--- src/rtl/ultrasonic_scan_ctrl.sv ---
// ultrasonic_scan_ctrl
// Round-robin ranging engine for up to four ultrasonic sensors. One channel is
// fired at a time: trig pulse, wait for echo rise, time the echo high period,
// convert to cm, report, then hold off before moving to the next channel.
//
// Result handshake: dist_valid is a one-cycle strobe with no ready/backpressure.
// dist_data, dist_chan and dist_timeout are valid in the strobe cycle and hold
// their value until the next strobe, so a slow consumer may also sample them
// later. There is exactly one strobe per fired channel.
module ultrasonic_scan_ctrl #(
  parameter int N_SENSORS      = 4,
  parameter int TRIG_CYCLES    = 500,
  parameter int CYCLES_PER_CM  = 2900,
  parameter int TIMEOUT_CYCLES = 1900000,
  parameter int GAP_CYCLES     = 3000000,
  parameter int DIST_W         = 9
) (
  input  logic                 clock,
  input  logic                 resetn,
  input  logic                 enable,
  input  logic [N_SENSORS-1:0] echo,
  output logic [N_SENSORS-1:0] trig,
  output logic [DIST_W-1:0]    dist_data,
  output logic [1:0]           dist_chan,
  output logic                 dist_valid,
  output logic                 dist_timeout,
  output logic                 busy,
  output logic [2:0]           state_dbg
);

  // One shared counter covers trig width, wait/measure timeout and holdoff.
  localparam int CNT_MAX0 = (TIMEOUT_CYCLES > GAP_CYCLES) ? TIMEOUT_CYCLES : GAP_CYCLES;
  localparam int CNT_MAX  = (CNT_MAX0 > TRIG_CYCLES) ? CNT_MAX0 : TRIG_CYCLES;
  localparam int CNT_W    = $clog2(CNT_MAX + 1);
  localparam int SUB_W    = (CYCLES_PER_CM > 1) ? $clog2(CYCLES_PER_CM) : 1;

  localparam logic [CNT_W-1:0]  TRIG_LAST = CNT_W'(TRIG_CYCLES - 1);
  localparam logic [CNT_W-1:0]  TO_LAST   = CNT_W'(TIMEOUT_CYCLES - 1);
  localparam logic [CNT_W-1:0]  GAP_LAST  = CNT_W'(GAP_CYCLES - 1);
  localparam logic [SUB_W-1:0]  SUB_LAST  = SUB_W'(CYCLES_PER_CM - 1);
  localparam logic [DIST_W-1:0] CM_MAX    = DIST_W'((1 << DIST_W) - 2);
  localparam logic [1:0]        CHAN_LAST = 2'(N_SENSORS - 1);

  typedef enum logic [2:0] {
    IDLE      = 3'd0,
    TRIG      = 3'd1,
    WAIT_RISE = 3'd2,
    MEASURE   = 3'd3,
    REPORT    = 3'd4,
    HOLDOFF   = 3'd5
  } state_t;

  state_t               state;
  logic [1:0]           chan;
  logic [CNT_W-1:0]     cnt;
  logic [SUB_W-1:0]     sub;
  logic [DIST_W-1:0]    cm;
  logic [N_SENSORS-1:0] echo_m;
  logic [N_SENSORS-1:0] es;
  logic [N_SENSORS-1:0] es_d;
  logic                 es_cur;
  logic                 es_prev;
  logic                 rise;
  logic                 fall;
  logic [1:0]           chan_next;

  function automatic logic [N_SENSORS-1:0] onehot(input logic [1:0] c);
    logic [N_SENSORS-1:0] r;
    r = '0;
    for (int i = 0; i < N_SENSORS; i++) r[i] = (c == 2'(i));
    return r;
  endfunction

  // Two-flop synchronizer on the raw echoes, plus a delayed copy for edges.
  always_ff @(posedge clock or negedge resetn) begin
    if (!resetn) begin
      echo_m <= '0;
      es     <= '0;
      es_d   <= '0;
    end else begin
      echo_m <= echo;
      es     <= echo_m;
      es_d   <= es;
    end
  end

  // Only the active channel's synchronized echo is ever looked at; edges are
  // taken against its previous value, so a level already high is not a rise.
  assign es_cur    = es[chan];
  assign es_prev   = es_d[chan];
  assign rise      = es_cur & ~es_prev;
  assign fall      = ~es_cur & es_prev;
  assign chan_next = (chan == CHAN_LAST) ? 2'd0 : chan + 2'd1;

  assign busy      = (state != IDLE);
  assign state_dbg = state;

  // Scan sequencer: trig, wait for echo, measure, report, holdoff, next channel.
  always_ff @(posedge clock or negedge resetn) begin
    if (!resetn) begin
      state        <= IDLE;
      chan         <= 2'd0;
      cnt          <= '0;
      sub          <= '0;
      cm           <= '0;
      trig         <= '0;
      dist_data    <= '0;
      dist_chan    <= 2'd0;
      dist_valid   <= 1'b0;
      dist_timeout <= 1'b0;
    end else begin
      dist_valid <= 1'b0;
      case (state)
        IDLE: begin
          if (enable) begin
            state <= TRIG;
            cnt   <= '0;
            sub   <= '0;
            cm    <= '0;
            trig  <= onehot(chan);
          end
        end
        TRIG: begin
          if (cnt == TRIG_LAST) begin
            trig  <= '0;
            cnt   <= '0;
            state <= WAIT_RISE;
          end else begin
            cnt <= cnt + CNT_W'(1);
          end
        end
        WAIT_RISE: begin
          if (rise) begin
            // The edge cycle is the first counted echo-high cycle.
            state <= MEASURE;
            cnt   <= CNT_W'(1);
            if (CYCLES_PER_CM == 1) begin
              sub <= '0;
              cm  <= DIST_W'(1);
            end else begin
              sub <= SUB_W'(1);
            end
          end else if (cnt == TO_LAST) begin
            state        <= REPORT;
            dist_valid   <= 1'b1;
            dist_chan    <= chan;
            dist_data    <= '1;
            dist_timeout <= 1'b1;
          end else begin
            cnt <= cnt + CNT_W'(1);
          end
        end
        MEASURE: begin
          // A falling edge takes priority over a coincident timeout.
          if (fall) begin
            state        <= REPORT;
            dist_valid   <= 1'b1;
            dist_chan    <= chan;
            dist_data    <= cm;
            dist_timeout <= 1'b0;
          end else if (cnt == TO_LAST) begin
            state        <= REPORT;
            dist_valid   <= 1'b1;
            dist_chan    <= chan;
            dist_data    <= '1;
            dist_timeout <= 1'b1;
          end else begin
            cnt <= cnt + CNT_W'(1);
            if (sub == SUB_LAST) begin
              sub <= '0;
              if (cm != CM_MAX) cm <= cm + DIST_W'(1);
            end else begin
              sub <= sub + SUB_W'(1);
            end
          end
        end
        REPORT: begin
          state <= HOLDOFF;
          cnt   <= '0;
        end
        HOLDOFF: begin
          if (cnt == GAP_LAST) begin
            cnt  <= '0;
            chan <= chan_next;
            if (enable) begin
              state <= TRIG;
              sub   <= '0;
              cm    <= '0;
              trig  <= onehot(chan_next);
            end else begin
              state <= IDLE;
            end
          end else begin
            cnt <= cnt + CNT_W'(1);
          end
        end
        default: begin
          state <= IDLE;
          trig  <= '0;
        end
      endcase
    end
  end

endmodule

--- config.mk ---
export PLATFORM = sky130hd
export DESIGN_NAME = ultrasonic_scan_ctrl
export DESIGN_NICKNAME = d
export VERILOG_FILES = /design/src/rtl/ultrasonic_scan_ctrl.sv
export SDC_FILE = /design/constraint.sdc
export NUM_CORES = 1
export LEC_CHECK = 0
export CORE_MARGIN = 2
export CORE_UTILIZATION = 54
export CTS_CLUSTER_SIZE = 24
export DETAILED_ROUTE_END_ITERATION = 16
export HOLD_SLACK_MARGIN = 0.06
export PLACE_DENSITY = 0.79
export SLEW_MARGIN = 10
export SYNTH_ARGS = -nofsm -noshare
export SYNTH_HDL_FRONTEND = slang
export SYNTH_SLANG_ARGS = --single-unit
--- constraint.sdc ---
create_clock -name clock -period 7.04 [get_ports clock]
set_input_delay 1.408 -clock clock [delete_from_list [all_inputs] [get_ports clock]]
set_output_delay 1.408 -clock clock [all_outputs]
set_load 0.02 [all_outputs]
Word level (Yosys, flattened, before mapping)
Cells that the tools add are included.
{ "totals": {"word_cells": 120, "out_inout_bits": 21, "in_bits": 7, "ff_bits": 77} }
{ "op_classes": {"reduce_logical": 16, "magnitude_cmp": 1, "mux": 55, "n_addsub": 4, "eq_ne": 26, "bitwise_logic": 5} }
{ "ops": {"columns": ["cell", "count"], "rows": [
  ["$mux 22", 6],
  ["$pmux 22 s6", 1],
  ["$mux 9", 9],
  ["$mux 12", 6],
  ["$pmux 12 s4", 1],
  ["$pmux 9 s3", 1],
  ["$add 22x1->22 const B", 1],
  ["$eq 22x21->1 const B", 1],
  ["$eq 22x22->1 const B", 1],
  ["$eq 22x9->1 const B", 1],
  ["$ne 2x2->1 const B", 10],
  ["$mux 3", 6],
  ["$pmux 3 s6", 1],
  ["$pmux 9 s2", 1],
  ["$mux 4", 4],
  ["$pmux 4 s4", 1],
  ["$add 12x1->12 const B", 1],
  ["$eq 12x12->1 const B", 1],
  ["$reduce_and 5->1", 2],
  ["$add 9x1->9 const B", 1],
  ["$mux 1", 9],
  ["$ne 9x9->1 const B", 1],
  ["$eq 2x2->1 const B", 4],
  ["$mux 2", 4],
  ["21 further kinds", 33]
]} }

Depth between registers and ports, before layout
Gate-level depths: netlist of run 1.
{ "logic_depth": {"ltp_word": 6, "mapped_depth": 8, "depth_no_buf": 8} }

Least setup slack after synthesis of run 1
No wires, ideal clock.
{ "synth_path": {"path_kind": "in2reg", "startpoint": "input enable", "endpoint": "register cm[5]", "setup_time_ps": 130, "required_ps": 6910, "path_stages": 6, "slack_ps": 4435, "path_buffers": 0, "t_arrival_ps": 2476, "path_cell_list": "nor4b_1 a31oi_1 a21oi_1 nand4_1 o21ai_0 o41ai_1"} }
{ "synth_between": {"elab_chain_len": 3} }
{ "synth_lines": {"columns": ["element", "line_no", "source"], "rows": [
  ["start: declaration", "20", "input logic enable,"],
  ["$mux 9 (*)", null, null],
  ["$mux 9", null, null],
  ["$pmux 9 s3 (*)", null, null],
  ["end signal: assignment", "171", "if (cm != CM_MAX) cm <= cm + DIST_W'(1);"],
  ["end: declaration", "57", "logic [DIST_W-1:0] cm;"]
]} }
Every way passes the cells marked *; elsewhere a longest branch is shown, timed or not. The select of a mux whose other input is x is not followed.
A chain may end at the register's enable or synchronous reset.

Worst setup path in the final report of run 1
{ "layout_path": {"startpoint": "register state[0], in the netlist state_dbg[0]", "endpoint": "output busy"} }
{ "layout_between": {"elab_chain_len": 1} }
{ "layout_lines": {"columns": ["element", "line_no", "source"], "rows": [
  ["start: declaration", "53", "state_t state;"],
  ["start signal: assignment", "101", "state <= IDLE;"],
  ["start signal: assignment", "116", "state <= TRIG;"],
  ["start signal: assignment", "127", "state <= WAIT_RISE;"],
  ["$reduce_bool 3->1", "95", "assign busy = (state != IDLE);"],
  ["end: declaration", "27", "output logic busy,"]
]} }
Every way passes these cells.

==> results of run 1 <==
metal layers:
metal / up-vias / part of all wire / track usage
met5: - / 0 / 0
met4: 0 / 0.020 / 0.0896
met3: 19 / 0.070 / 0.0493
met2: 138 / 0.47 / 0.374
met1: 1785 / 0.44 / 0.339
li1: 1687 / - / -
area by class of cell:
cell class	count	area, um^2	area share
clock buffer	9	124	0.0264
clock inverter	6	65.1	0.0139
inverter	12	45.0	0.00961
multi-input combinational	327	2130	0.455
sequential	77	1930	0.411
tap	102	128	0.0272
timing repair buffer	27	268	0.0571
worst max-delay path, delay by kind of cell, from the launching register on:
kind / cells / cell delay, ns
and+or+nand+nor: 1 / 0.44
buffers and inverters: 2 / 0.75
DFF: 1 / 0.63
Yosys cell counts (2+ instances only):
cell       count
a211o_1        5
a211oi_1       2
a21o_1         5
a21oi_1       27
a22o_2         2
a22oi_1        3
a2bb2oi_1      2
a31o_2         2
a31oi_1       11
and2_1         5
and3_1        14
and4_1         4
and4b_1        3
buf_2          3
buf_4          3
buf_6          2
clkbuf_1       6
dfrtp_1       77
ha_1           8
inv_1         12
mux2_2         6
nand2_1       36
nand2b_1       2
nand3_1       25
nand4_1       10
nand4b_1       3
nor2_1        24
nor2b_1        7
nor3_1        15
nor3b_1        4
nor4_1         6
nor4b_1        2
o21a_1         5
o21ai_0       31
o22a_1         9
o311ai_0       3
o31ai_1        8
o41ai_1        2
or3_1          5
xnor2_1        2
per-stage QoR:
stage / setup slack (ns) / std cells / util / hold slack [ns] / power (W)
after detailed placement: 3.56 / 545 / 0.588 / 0.336 / 0.000472
final: 3.45 / 560 / 0.613 / 0.349 / 0.000790
after floorplan: 4.43 / 431 / - / 0.331 / 0.000458
after global placement: 3.63 / 545 / 0.588 / 0.335 / 0.000471
after global routing: 3.37 / 560 / 0.613 / 0.370 / 0.000821
after CTS: 3.47 / 560 / 0.613 / 0.352 / 0.000796
sequential cells by signal, indices dropped and copies added, names as in the netlist:
signal,cells
es,4
es_d,4
trig,4
chan,2
dist_chan,2
sub,12
cnt,22
dist_timeout,1
echo_m,4
state_dbg,3
dist_valid,1
cm,9
dist_data,9
power groups by stage:
| stage | Combinational [W] | Sequential (W) | Clock, W |
|---|---|---|---|
| 6_report | 0.0000151 | 0.000447 | 0.000328 |
| 3_3_place_gp | 0.0000157 | 0.000456 | 0 |
| 2_1_floorplan | 0.00000302 | 0.000455 | 0 |
| 5_1_grt | 0.0000178 | 0.000447 | 0.000355 |
| 3_5_place_dp | 0.0000159 | 0.000456 | 0 |
| 4_1_cts | 0.0000158 | 0.000447 | 0.000334 |
cells in the final DEF (no fill, tap or decap), types with 3 or more instances in the layout:
cell / count
o311ai_0: 3
and4_1: 4
a211o_1: 5
inv_1: 12
clkbuf_8: 9
nor4_1: 6
and4b_1: 3
a21oi_1: 27
ha_1: 8
o21ai_0: 31
clkdlybuf4s50_1: 26
nor3b_1: 4
nor3_1: 15
a21o_1: 5
o21a_1: 5
or3_1: 5
nand2_1: 36
nand4b_1: 3
dfrtp_1: 77
o22a_1: 9
a31oi_1: 11
nor2_1: 24
mux2_2: 6
nor2b_1: 7
and3_1: 14
nand3_1: 25
o31ai_1: 8
a22oi_1: 3
nand4_1: 10
and2_1: 5
cell families after synthesis:
group,synth area share
multiplexers,0.0238
buffers and inverters,0.0337
AND/OR/NAND/NOR,0.234
XOR/XNOR,0.00626
AO/OA/AOI/OAI,0.220
adder cells (fa/ha/maj),0.0238
flip-flops,0.459
worst max path at each step:
stage,depth (start not counted),slack (ns),to,startpoint
after floorplan,6,4.43,cm[5],enable
after global placement,7,3.63,cm[2],enable
after detailed placement,7,3.56,cm[5],enable
after CTS,3,3.47,busy,state_dbg[0]
after global routing,3,3.37,busy,state_dbg[0]
final,3,3.45,busy,state_dbg[0]
==> impl_metrics.yaml, run 1 <==
synth:
  yosysWarnings: 0
  async_flop_share: 1.00
  yosysSeqAreaShare: 0.459
  synth.avg_cell_area_um2: 9.75
  synthFlopType: "dfrtp_1"
  synthCells: 431
  ys_ff_latch: 77
  synth_top_area_share: 0.459
  synth_top_cell_by_area: "dfrtp_1"
  netlist_area_um2: 4200
  synthesis.nets: 446
  synth-edff-count: 0
  yosysUniqueCellTypes: 70
  yosys-top-cells-area: "dfrtp_1, o21ai_0, a21oi_1"
clock_network:
  cts_setup_buffers: 0
  path_clk_slew_ns: 0.08
  cts.root.buffer_cell: "clkbuf_8"
  insertion_delay_ns: 0.36
  cts.sinks: 77
  cts_hold_buf: 0
  cts_max_path_buffers: 2
  numCtsBuffers: 9
  cts_resized: 0
  htreeDepth: 3
  cts_tree: "yes"
global_route:
  gr-total-overflow: 0
  grt_max_degree: 78
  grt_pass1_vias: 3416
  grt.total_usage: 0.242
  grt_pass1_wl_um: 16600
  antenna_found_initial: 0
placement:
  place.gp.congestion: 0.943
  place_area_um2: 4500
  dp_hpwl_um: 6390
  io_buffers: 27
drt:
  drc: 0
  totalWireLength_um: 9560
  num_vias: 3629
  drt_first_pass_iters: 5
  vias_per_cell: 6.48
  ant_nets: 0
  dr.first_iter.drc_count: 375
  wire_per_inst_um: 17.1
layout:
  finalInstanceArea_um2: 4690
  syn_to_final_growth_pct: 11.6
  antenna_cells: 0
  fillers: 615
  nets: 469
  layout-drive-gt1-share: 0.0808
sta:
  worstMarginPinSlew_ns: 0.938
  hold_viol: 0
  rsz0062_at_grt: "no"
  timing.fmax_ghz: 0.279
  final-setup-viol-count: 0
  slew_headroom: 0.375
  fin_crit_sh: 0.510
  slew_viol_final: 0
  period_minus_slack_ns: 3.59
  setup_tns_ns: 0
  finalClockSkew_ns: 0.0150
power_and_ir_drop:
  switching_power_w: 0.000179
  p_leak_nw: 1.95
  irDropWorstVdd_uv: 130
  power_density_nw_per_um2: 169
  intPower_w: 0.000612
  pwr-share-clk: 0.415
  switching_share: 0.226
  seqPwrFrac: 0.566
  combPwrFrac: 0.019
worst_hold_path:
  holdPathStages: 0
  hp-class: "reg -> reg"
  hold_path.startpoint: "echo_m[1]"
  hold_end: "es[1]"
critical_path:
  arrival_ns: 2.18
  reg2reg_from: "state_dbg[0]"
  crit_type: "reg -> out"
  cp_slowest_stage_delay_ns: 0.63
  critPathCaptureType: "output port"
  crit_chain: "nor3_1 > inv_1 > clkdlybuf4s50_1"
  critPathRequiredTime_ns: 5.63
  cp_max_fo: 19
  r2r-end: "cm[5]"
  critPathSlowestCell: "dfrtp_1"
  worstSetupStartpointType: "flip-flop"
  rr_worst_depth: 6
  reg2reg_slack_ns: 3.83
floorplan:
  rows: 32
  fp.dieW_um: 92.2
  ios: 28
  coreArea_um2: 7650
  die_h_um: 92.2
  start_util: 0.549
  dieArea_um2: 8500
flow_run:
  max_cap_viol_count: 0
run_status:
  status: "finished clean"
Note: power is estimated with default switching activity, not from simulation.
==> inputs of run 2 (changes only) <==
==> constraint.sdc (replaced) <==
create_clock -name clock -period 3.6 [get_ports clock]
set_input_delay 0.72 -clock clock [delete_from_list [all_inputs] [get_ports clock]]
set_output_delay 0.72 -clock clock [all_outputs]
set_load 0.02 [all_outputs]
==> run 2 against run 1 <==
Effect of this change:
- non-clock buffer count increased by 7
- critical path type unchanged
- via count increased by 0.28%
- routed wire length increased by 1.8%
- count of clock-buffer cells in the layout increased by 1
- combinational power increased by 94%
- global-route usage increased by 0.65 points
- first-iteration DRC count increased by 1.9%
- sequential share of layout area decreased by 0.61 points
==> impl_metrics.yaml, run 2 (synthesized netlist as in run 1, its figures left out) <==
run_status:
  status: "finished clean"
floorplan:
  coreArea_um2: 7650
  rows: 32
  fp.dieW_um: 92.2
  die_h_um: 92.2
  ios: 28
  dieArea_um2: 8500
  start_util: 0.549
clock_network:
  numCtsBuffers: 9
  cts_setup_buffers: 0
  cts.sinks: 77
  cts_tree: "yes"
  cts_resized: 0
  cts_max_path_buffers: 2
  insertion_delay_ns: 0.36
  htreeDepth: 3
  path_clk_slew_ns: 0.08
  cts_hold_buf: 0
  cts.root.buffer_cell: "clkbuf_8"
layout:
  layout-drive-gt1-share: 0.0966
  nets: 476
  final_common_cell: "dfrtp_1"
  reg.largest.list: "cnt: 22 flops, sub: 12 flops"
  largest_register_ffs: 22
  syn_to_final_growth_pct: 13.3
  antenna_cells: 0
  largest-register: "cnt"
  layout_common_cells: "dfrtp_1, nand2_1, o21ai_0"
  final_util: 0.622
  fillers: 620
global_route:
  gr-total-overflow: 0
  grt.total_usage: 0.248
  antenna_found_initial: 0
  grt_pass1_vias: 3517
  grt_max_degree: 78
  grt_pass1_wl_um: 16800
critical_path:
  rr_worst_depth: 7
  critPathRequiredTime_ns: 2.88
  crit_type: "reg -> out"
  cp_max_fo: 19
  worstSetupStartpointType: "flip-flop"
  arrival_ns: 2.17
  critPathCaptureType: "output port"
drt:
  totalWireLength_um: 9730
  wire_per_inst_um: 17.1
  dr.first_iter.drc_count: 382
  drc: 0
  drt_first_pass_iters: 5
  ant_nets: 0
  vias_per_cell: 6.41
  num_vias: 3639
sta:
  finalClockSkew_ns: 0.0158
  timing.fmax_ghz: 0.346
  slew_headroom: 0.368
  setup_tns_ns: 0
  hold_viol: 0
  worstMarginPinSlew_ns: 0.948
  fin_crit_sh: 0.804
  period_minus_slack_ns: 2.89
  rsz0062_at_grt: "no"
  final-setup-viol-count: 0
  hold_ws_ns: 0.352
  slew_viol_final: 0
flow_run:
  max_cap_viol_count: 0
power_and_ir_drop:
  power_density_nw_per_um2: 333
  p_leak_nw: 1.99
  irDropWorstVdd_uv: 252
placement:
  place.gp.congestion: 0.901
  io_buffers: 27
  dp_hpwl_um: 6720
worst_hold_path:
  hp-class: "reg -> reg"
  holdPathStages: 0
==> run 2: final cells by class <==
class | count | area, um^2 | area share
Clock buffer | 10 | 138 | 0.0289
Timing Repair Buffer | 34 | 320 | 0.0673
Inverter | 12 | 45.0 | 0.00947
Sequential cell | 77 | 1930 | 0.405
Tap cell | 102 | 128 | 0.0268
Multi-Input combinational cell | 327 | 2130 | 0.448
Clock inverter | 6 | 68.8 | 0.0145
==> run 2: critical path, stage by stage (launching register included) <==
cell and delay, ns:
dfrtp_1 0.63, nor3_1 0.44, inv_1 0.17, clkdlybuf4s50_1 0.58
==> run 2: stage by stage <==
stage          instances  area [um^2]  power, W  worst slack [ns]
3_5_place_dp         552         4550  0.000922             0.808
4_1_cts              568         4760   0.00160             0.722
6_report             568         4760   0.00159             0.707
3_3_place_gp         552         4550  0.000922             0.832
5_1_grt              568         4760   0.00165             0.385
2_1_floorplan        431         4200  0.000896              1.27
==> run 2: worst paths after layout <==
check,from,end,slack [ns]
setup / recovery,state_dbg[0],busy,0.71
hold / removal,echo_m[0],es[0],0.35
setup reg to reg,cnt[0],cnt[14],0.76
hold reg to reg,echo_m[0],es[0],0.35
max in group asynchronous,resetn,sub[3],2.48
min in group asynchronous,resetn,cnt[16],0.50
==> run 2: routing by layer <==
layer  vias to the layer above  GRT usage  part of all wire
li1                       1702          -                 -
met1                      1784      0.335              0.44
met4                         0      0.112             0.025
met5                         -          0                 0
met3                        20     0.0411             0.050
met2                       133      0.396              0.49
==> run 2: report_power, final <==
| group | internal [W] | switching, W |
|---|---|---|
| Combinational | 0.00000891 | 0.0000204 |
| Sequential | 0.000871 | 0.00000367 |
| Clock | 0.000344 | 0.000337 |
| Total | 0.00122 | 0.000361 |
